===== config.mk =====
export PLATFORM = sky130hd
export DESIGN_NAME = csa_accum_pipe
export DESIGN_NICKNAME = d
export VERILOG_FILES = /design/src/rtl/csa_accum_pipe.sv
export SDC_FILE = /design/constraint.sdc
export NUM_CORES = 1
export LEC_CHECK = 0
export CORE_AREA = 2 2 88 90
export CTS_CLUSTER_SIZE = 25
export DETAILED_ROUTE_END_ITERATION = 8
export DIE_AREA = 0 0 90 92
export HOLD_SLACK_MARGIN = 0.12
export SLEW_MARGIN = 5
export SYNTH_ARGS = -nofsm -noshare
export SYNTH_HDL_FRONTEND = slang
export SYNTH_SLANG_ARGS = --single-unit
export TNS_END_PERCENT = 10

===== constraint.sdc =====
create_clock -name clk -period 5.6 [get_ports clk]
set_input_delay 1.12 -clock clk [delete_from_list [all_inputs] [get_ports clk]]
set_output_delay 1.12 -clock clk [all_outputs]
set_load 0.005 [all_outputs]

===== src/rtl/csa_accum_pipe.sv =====
// csa_accum_pipe: two-stage packet accumulator.
//   S1 compresses N unsigned W-bit operands per beat into carry-save sum/carry
//   vectors (3:2 compressors only, no carry-propagate adder).
//   S2 resolves the vectors with one adder into an S-bit accumulator and
//   publishes the packet total on the last beat.
// Optional feature: define CSA_ACCUM_OVF_EN to build a sticky per-packet
// overflow flag on ovf; without it ovf is tied low.
//
// Handshake (valid/ready): a beat transfers on a rising edge where
// in_valid && in_ready; a result transfers where out_valid && out_ready.
// in_ready depends only on out_valid/out_ready (never on in_valid), and a
// held result (out_valid && !out_ready) keeps sum/ovf stable and freezes the
// whole pipeline.
module csa_accum_pipe #(
  parameter int N = 9,
  parameter int W = 4,
  parameter int E = 3,
  parameter int A = 4,
  localparam int S = W + E + A
) (
  input  logic             clk,
  input  logic             rst,
  input  logic             in_valid,
  output logic             in_ready,
  input  logic             in_last,
  input  logic [W*N-1:0]   a,
  output logic             out_valid,
  input  logic             out_ready,
  output logic [S-1:0]     sum,
  output logic             ovf
);

  // Carry-save vectors are sized so a full beat total is exact even when E
  // is configured below clog2(N); the beat value then never aliases.
  localparam int EB = (E > $clog2(N)) ? E : $clog2(N);
  localparam int VW = W + EB;

  logic          w_stall;
  logic [VW-1:0] w_csa_s;
  logic [VW-1:0] w_csa_c;
  logic [VW-1:0] w_op;
  logic [VW-1:0] w_xor;
  logic [VW-1:0] w_beat;
  logic [S-1:0]  w_beat_ext;
  logic [S-1:0]  w_acc_next;

  logic          r_s1_valid;
  logic          r_s1_last;
  logic [VW-1:0] r_s1_sum;
  logic [VW-1:0] r_s1_carry;
  logic [S-1:0]  r_acc;
  logic [S-1:0]  r_sum;
  logic          r_out_valid;

  assign w_stall   = r_out_valid & ~out_ready;
  assign in_ready  = ~w_stall;
  assign out_valid = r_out_valid;
  assign sum       = r_sum;

  // 3:2 compressor chain: fold each further operand into the (sum, carry) pair.
  always_comb begin
    w_op    = '0;
    w_xor   = '0;
    w_csa_s = VW'(a[W-1:0]);
    w_csa_c = VW'(a[2*W-1:W]);
    for (int k = 2; k < N; k++) begin
      w_op    = VW'(a[k*W +: W]);
      w_xor   = w_csa_s ^ w_csa_c ^ w_op;
      w_csa_c = ((w_csa_s & w_csa_c) | (w_csa_s & w_op) | (w_csa_c & w_op)) << 1;
      w_csa_s = w_xor;
    end
  end

  // Beat value resolved at vector width, then zero-extended to the accumulator.
  assign w_beat     = r_s1_sum + r_s1_carry;
  assign w_beat_ext = S'(w_beat);

`ifdef CSA_ACCUM_OVF_EN
  logic [S:0] w_add;
  logic       r_ovf_acc;
  logic       r_ovf;

  assign w_add      = {1'b0, r_acc} + {1'b0, w_beat_ext};
  assign w_acc_next = w_add[S-1:0];
  assign ovf        = r_ovf;

  // Sticky carry-out tracker; published with the packet total, cleared with acc.
  always_ff @(posedge clk) begin
    if (rst) begin
      r_ovf_acc <= 1'b0;
      r_ovf     <= 1'b0;
    end else if (!w_stall && r_s1_valid) begin
      if (r_s1_last) begin
        r_ovf     <= r_ovf_acc | w_add[S];
        r_ovf_acc <= 1'b0;
      end else begin
        r_ovf_acc <= r_ovf_acc | w_add[S];
      end
    end
  end
`else
  assign w_acc_next = r_acc + w_beat_ext;
  assign ovf        = 1'b0;
`endif

  // S1 register: capture compressed vectors of the beat offered this cycle.
  always_ff @(posedge clk) begin
    if (rst) begin
      r_s1_valid <= 1'b0;
      r_s1_last  <= 1'b0;
      r_s1_sum   <= '0;
      r_s1_carry <= '0;
    end else if (!w_stall) begin
      r_s1_valid <= in_valid;
      r_s1_last  <= in_valid & in_last;
      r_s1_sum   <= w_csa_s;
      r_s1_carry <= w_csa_c;
    end
  end

  // S2 accumulator: add each beat, restart from zero after the last beat.
  always_ff @(posedge clk) begin
    if (rst) begin
      r_acc <= '0;
    end else if (!w_stall && r_s1_valid) begin
      r_acc <= r_s1_last ? '0 : w_acc_next;
    end
  end

  // Result register: load on a last beat, otherwise drop once consumed.
  always_ff @(posedge clk) begin
    if (rst) begin
      r_sum       <= '0;
      r_out_valid <= 1'b0;
    end else if (!w_stall) begin
      if (r_s1_valid && r_s1_last) begin
        r_sum       <= w_acc_next;
        r_out_valid <= 1'b1;
      end else begin
        r_out_valid <= 1'b0;
      end
    end
  end

endmodule


### Yosys cells after proc, flatten, opt, wreduce, memory -nomap -nowiden

Index checks and enable logic that the tools add are counted.

* mux-type cells: 2
* reduce and logical (&&, ||, !) cells: 4
* bitwise logic cells: 53
* $add $sub $neg: 2

Operators by type and width (count)
* $and 7x4->7: 7
* $or 7x7->7: 7
* $xor 8x4->8: 3
* $and 7x7->7: 3
* $and 4x4->4: 4
* $xor 8x8->8: 2
* $and 6x4->6: 2
* $add 11x8->11: 1
* $mux 11: 1
* $and 5x4->5: 2
* $add 8x8->8: 1
* $or 4x4->4: 2
* $xor 4x4->4: 2
* $xor 7x8->8: 1
* $and 6x7->7: 1
* $or 7x6->7: 1
* $xor 6x7->7: 1
* $xor 7x4->7: 1
* $and 5x6->6: 1
* $or 6x5->6: 1
* $or 6x6->6: 1
* $xor 5x6->6: 1
* $xor 6x4->6: 1
* $and 4x5->5: 1
* 10 further kinds: 13

* bits in registers: 40
* output and inout bits: 14
* logic and storage cells: 68
* input port bits: 41

### Longest topological paths before layout

Gate-level depths: netlist (run 1).

* depth in word-level cells: 21
* gate-level depth with buffers: 15
* gate-level depth less buffers: 15

### Least setup slack after synthesis (run 1)

No wires, ideal clock.

* kind: input-to-reg
* start: input a[3]
* end: register r_s1_sum[3]
* arrival: 4.906 ns
* slack: 0.624 ns
* library setup time: 0.071 ns
* required time: 5.529 ns
* cell stages on the path: 13
* buffers on the path: 0
* cells stage by stage: inv_1 -> fa_1 -> inv_1 -> fa_1 -> inv_1 -> fa_1 -> inv_1 -> fa_1 -> fa_1 -> fa_1 -> fa_1 -> nand2_1 -> a21oi_1

* longest elaborated chain between the ends: 14

RTL lines
* from (decl): line 26 `input logic [W*N-1:0] a,`
* $xor 4x4->4 (2 in a row): line 68 `w_xor = w_csa_s ^ w_csa_c ^ w_op;`
* $xor 4x5->5: line 68
* $xor 5x4->5: line 68
* $xor 5x6->6: line 68
* $xor 6x4->6: line 68
* $xor 6x7->7: line 68
* $xor 7x4->7: line 68
* $xor 7x8->8: line 68
* $xor 8x4->8: line 68
* $xor 8x8->8: line 68
* $xor 8x4->8: line 68
* $xor 8x8->8: line 68
* $xor 8x4->8: line 68
* net w_csa_s[3]: line 39 `logic [VW-1:0] w_csa_s;`
* to (signal assigned): line 116 `r_s1_sum <= w_csa_s;`
* to (decl): line 49 `logic [VW-1:0] r_s1_sum;`

The timed path passes the listed nets, and every way through them passes these cells.
A chain may end at the register's enable or synchronous reset.

### Worst setup path in the final report (run 1)

Same ends and word-level chain as after synthesis.

==> out/qor.yml, run 1 <==
clock_tree:
  cts_made_buffers: 5
  cts.sinks: 39
  cts_tree: "done"
  cts_htree_levels: 2
  cts_setup_buffers: 0
  cts-root-buf: "clkbuf_8"
  holdBufCountCts: 0
  clockBufferDepth: 2
  ctsResizeCount: 0
  path_clk_slew_ps: 70
  clock_latency_ps: 290
critical_path:
  crit_required_ps: 5820
  cp_max_fo: 1
  cp_slowest_stage_delay_ps: 520
  cp_top_family: "adder cells"
  crit_buf_inv: 5
  startpoint_type: "input pin"
  critical_path_class: "in2reg"
  path_cells: "clkdlybuf4s50_1, inv_1, fa_1, inv_1, fa_1, inv_1, fa_1, inv_1, fa_1, fa_1, fa_1, fa_1, nand2_1, a21oi_1"
  crit_slowest_cell: "fa_1"
  crit_arrival_ps: 5430
  crit_path_end_kind: "register"
  path_common_cell: "fa_1"
grt:
  track_usage_pct: 14.0
  grt_max_degree: 26
  grtUsageMet1_pct: 19.8
  antenna_found_initial: 0
  grtUsageMet3_pct: 2.30
  grtUsageMet2_pct: 22.6
  grt-busiest-layer: "met2"
  globalRouteOverflowTotal: 0
  first_global_vias: 2197
  grt_pass1_wl_mm: 9.62
cells_and_area:
  synthToLayoutAreaGrowth_pct: 24.6
  nNetsFinal: 464
  n_fill_cell: 741
  antennaDiodeCount: 0
  drive_gt1_share_pct: 4.07
floorplanning:
  core_area_um2: 7450
  die-height_um: 92
  io_pins: 55
  num_rows: 32
  die_area_um2: 8280
  start_util_pct: 37.9
  die_w_um: 90
drt:
  drc: 0
  vias: 2248
  drtIter0Drc: 121
  routedWlPerCell_um: 11.5
  wl_mm: 5.44
  firstDrtPassIters: 4
  vias_per_cell: 4.77
  antenna_left: 0
yosys:
  synth_common_cells: "nand2_1, dfxtp_1, inv_1"
  async_reset_ff_share_pct: 0
  syn-instance-count: 319
  syn_avg_cell_area_um2: 8.86
  ys_seq_elements: 39
  yosys_warnings: 0
  synth_ff_type: "dfxtp_1"
  ys_types: 41
  synth.yosys.seq_area_share_pct: 27.6
  synth_area_leaders: "dfxtp_1, fa_1, ha_1"
  yosys.area.top_type: "dfxtp_1"
  yosysMostFrequentCell: "nand2_1"
  syn_area_um2: 2830
  synth_edf_count: 0
  syn_nets: 415
  yosysTopAreaCellShare_pct: 27.6
power_and_ir_drop:
  p_sw_uw: 478
  pwr-share-comb_pct: 55.3
  power_uw: 1200
  internal-power_uw: 718
  p_seq_share_pct: 29.4
  clkPwrFrac_pct: 15.3
  p_leak_uw: 0.00148
  ir_worst_vdd_mv: 0.131
  swShare_pct: 40.0
  power_density_nw_per_um2: 340
sta:
  finalMaxSlewViolations: 0
  max_freq_ghz: 0.192
  relSlewSlack_pct: 56.6
  rsz0062_at_grt: "no"
  finClkSkew_ps: 5.41
  finalHoldViolations: 0
  worstMarginPinSlew_ps: 649
  fin_tns_setup_ps: 0
  finalSetupViolCount: 0
  finalCritPeriodShare_pct: 93.0
  fin_crit_ps: 5210
status:
  outcome: "finished clean"
placement:
  gp_congestion: 0.842
  port_buffers: 53
  place_hpwl_mm: 4.37
run:
  drv_cap: 0
hold_path:
  hp-class: "reg2reg"
[power groups by stage]
| stage | Sequential, uW | Combinational, uW | Clock (uW) |
|---|---|---|---|
| after floorplan | 350 | 524 | 0 |
| after detailed placement | 358 | 672 | 0 |
| after global routing | 359 | 786 | 203 |
| final | 351 | 662 | 183 |
| after CTS | 352 | 679 | 190 |
| after global placement | 357 | 665 | 0 |
[layout by cell type (no fill, tap or decap), types with 3 or more instances in the layout]
cell type / n
fa_1: 26
a21oi_1: 31
xnor2_1: 4
nor2_1: 17
nor2b_1: 4
inv_1: 36
dfxtp_1: 39
clkinv_2: 3
clkbuf_8: 5
ha_1: 29
nand2_1: 46
o21ai_0: 12
nand2b_1: 3
a211oi_1: 3
nand3_1: 5
nor3_1: 5
buf_4: 3
or4_1: 3
xor2_1: 6
clkdlybuf4s50_1: 53
nand3b_1: 10
[through the flow]
stage          instances  cell area [um^2]  utilization (%)  hold slack (ps)  setup WS (ps)
2_1_floorplan        319              2830                -              436            624
3_3_place_gp         463              3440             46.2              443            107
3_5_place_dp         463              3440             46.2              449           76.8
4_1_cts              471              3520             47.3              460            377
5_1_grt              471              3520             47.3              480            201
6_report             471              3520             47.3              457            393
[logic make-up (layout without fill, tap and decap cells)]
kind of cell / Yosys count / in the layout / share of synthesized area [%]
XOR/XNOR: 10 / 10 / 3.10
AO/OA/AOI/OAI: 61 / 61 / 12.8
other: 1 / 1 / 0.133
multiplexers: 2 / 2 / 0.709
adder cells (fa/ha/maj): 55 / 55 / 31.3
AND/OR/NAND/NOR: 101 / 101 / 17.1
flip-flops: 39 / 39 / 27.6
buffers and inverters: 50 / 100 / 7.22
[area by class of cell]
| cell class | instances | area (um^2) | share of cell area, % |
|---|---|---|---|
| Sequential cell | 39 | 781 | 22.2 |
| Inverter | 36 | 135 | 3.84 |
| Clock inverter | 3 | 15.0 | 0.426 |
| Clock buffer | 5 | 68.8 | 1.95 |
| Tap cell | 102 | 128 | 3.62 |
| Multi-Input combinational cell | 230 | 1840 | 52.3 |
| Timing Repair Buffer | 56 | 553 | 15.7 |
[worst reg2reg max path: stages (launching register included)]
cell	delay, ps
dfxtp_1	340
ha_1	180
inv_1	50
fa_1	400
nor2b_1	120
o21ai_0	100
a21boi_0	310
mux2i_1	220
nand2_1	90
ha_1	360
a21oi_1	290
o211ai_1	140
o21ai_0	340
mux2i_1	240
a21oi_1	80
[worst paths after layout]
check	endpoint	cells past startpoint	startpoint	slack [ps]
max	r_s1_sum[3]	14	a[3]	390
min	r_s1_carry[6]	2	r_s1_carry[6]	460
min reg2reg	r_s1_carry[6]	2	r_s1_carry[6]	460
max reg2reg	r_acc[9]	14	r_s1_sum[1]	2220
[sequential cells by signal (all words and copies together) (netlist names)]
signal / count
r_s1_last: 1
r_s1_sum: 7
r_s1_carry: 7
out_valid: 1
sum: 11
r_acc: 11
r_s1_valid: 1
[routing by layer]
metal,up-vias,wire (um)
met4,0,44
li1,1152,-
met1,1064,2610
met2,28,2640
met3,4,136
met5,-,0
Note: power is estimated with default switching activity, not from simulation.
==> run 2: changes to the inputs <==
CAP_MARGIN = 15   (was unset)
==> results of run 2 <==
Final layout, timing and power as in run 1 (identical DEF).
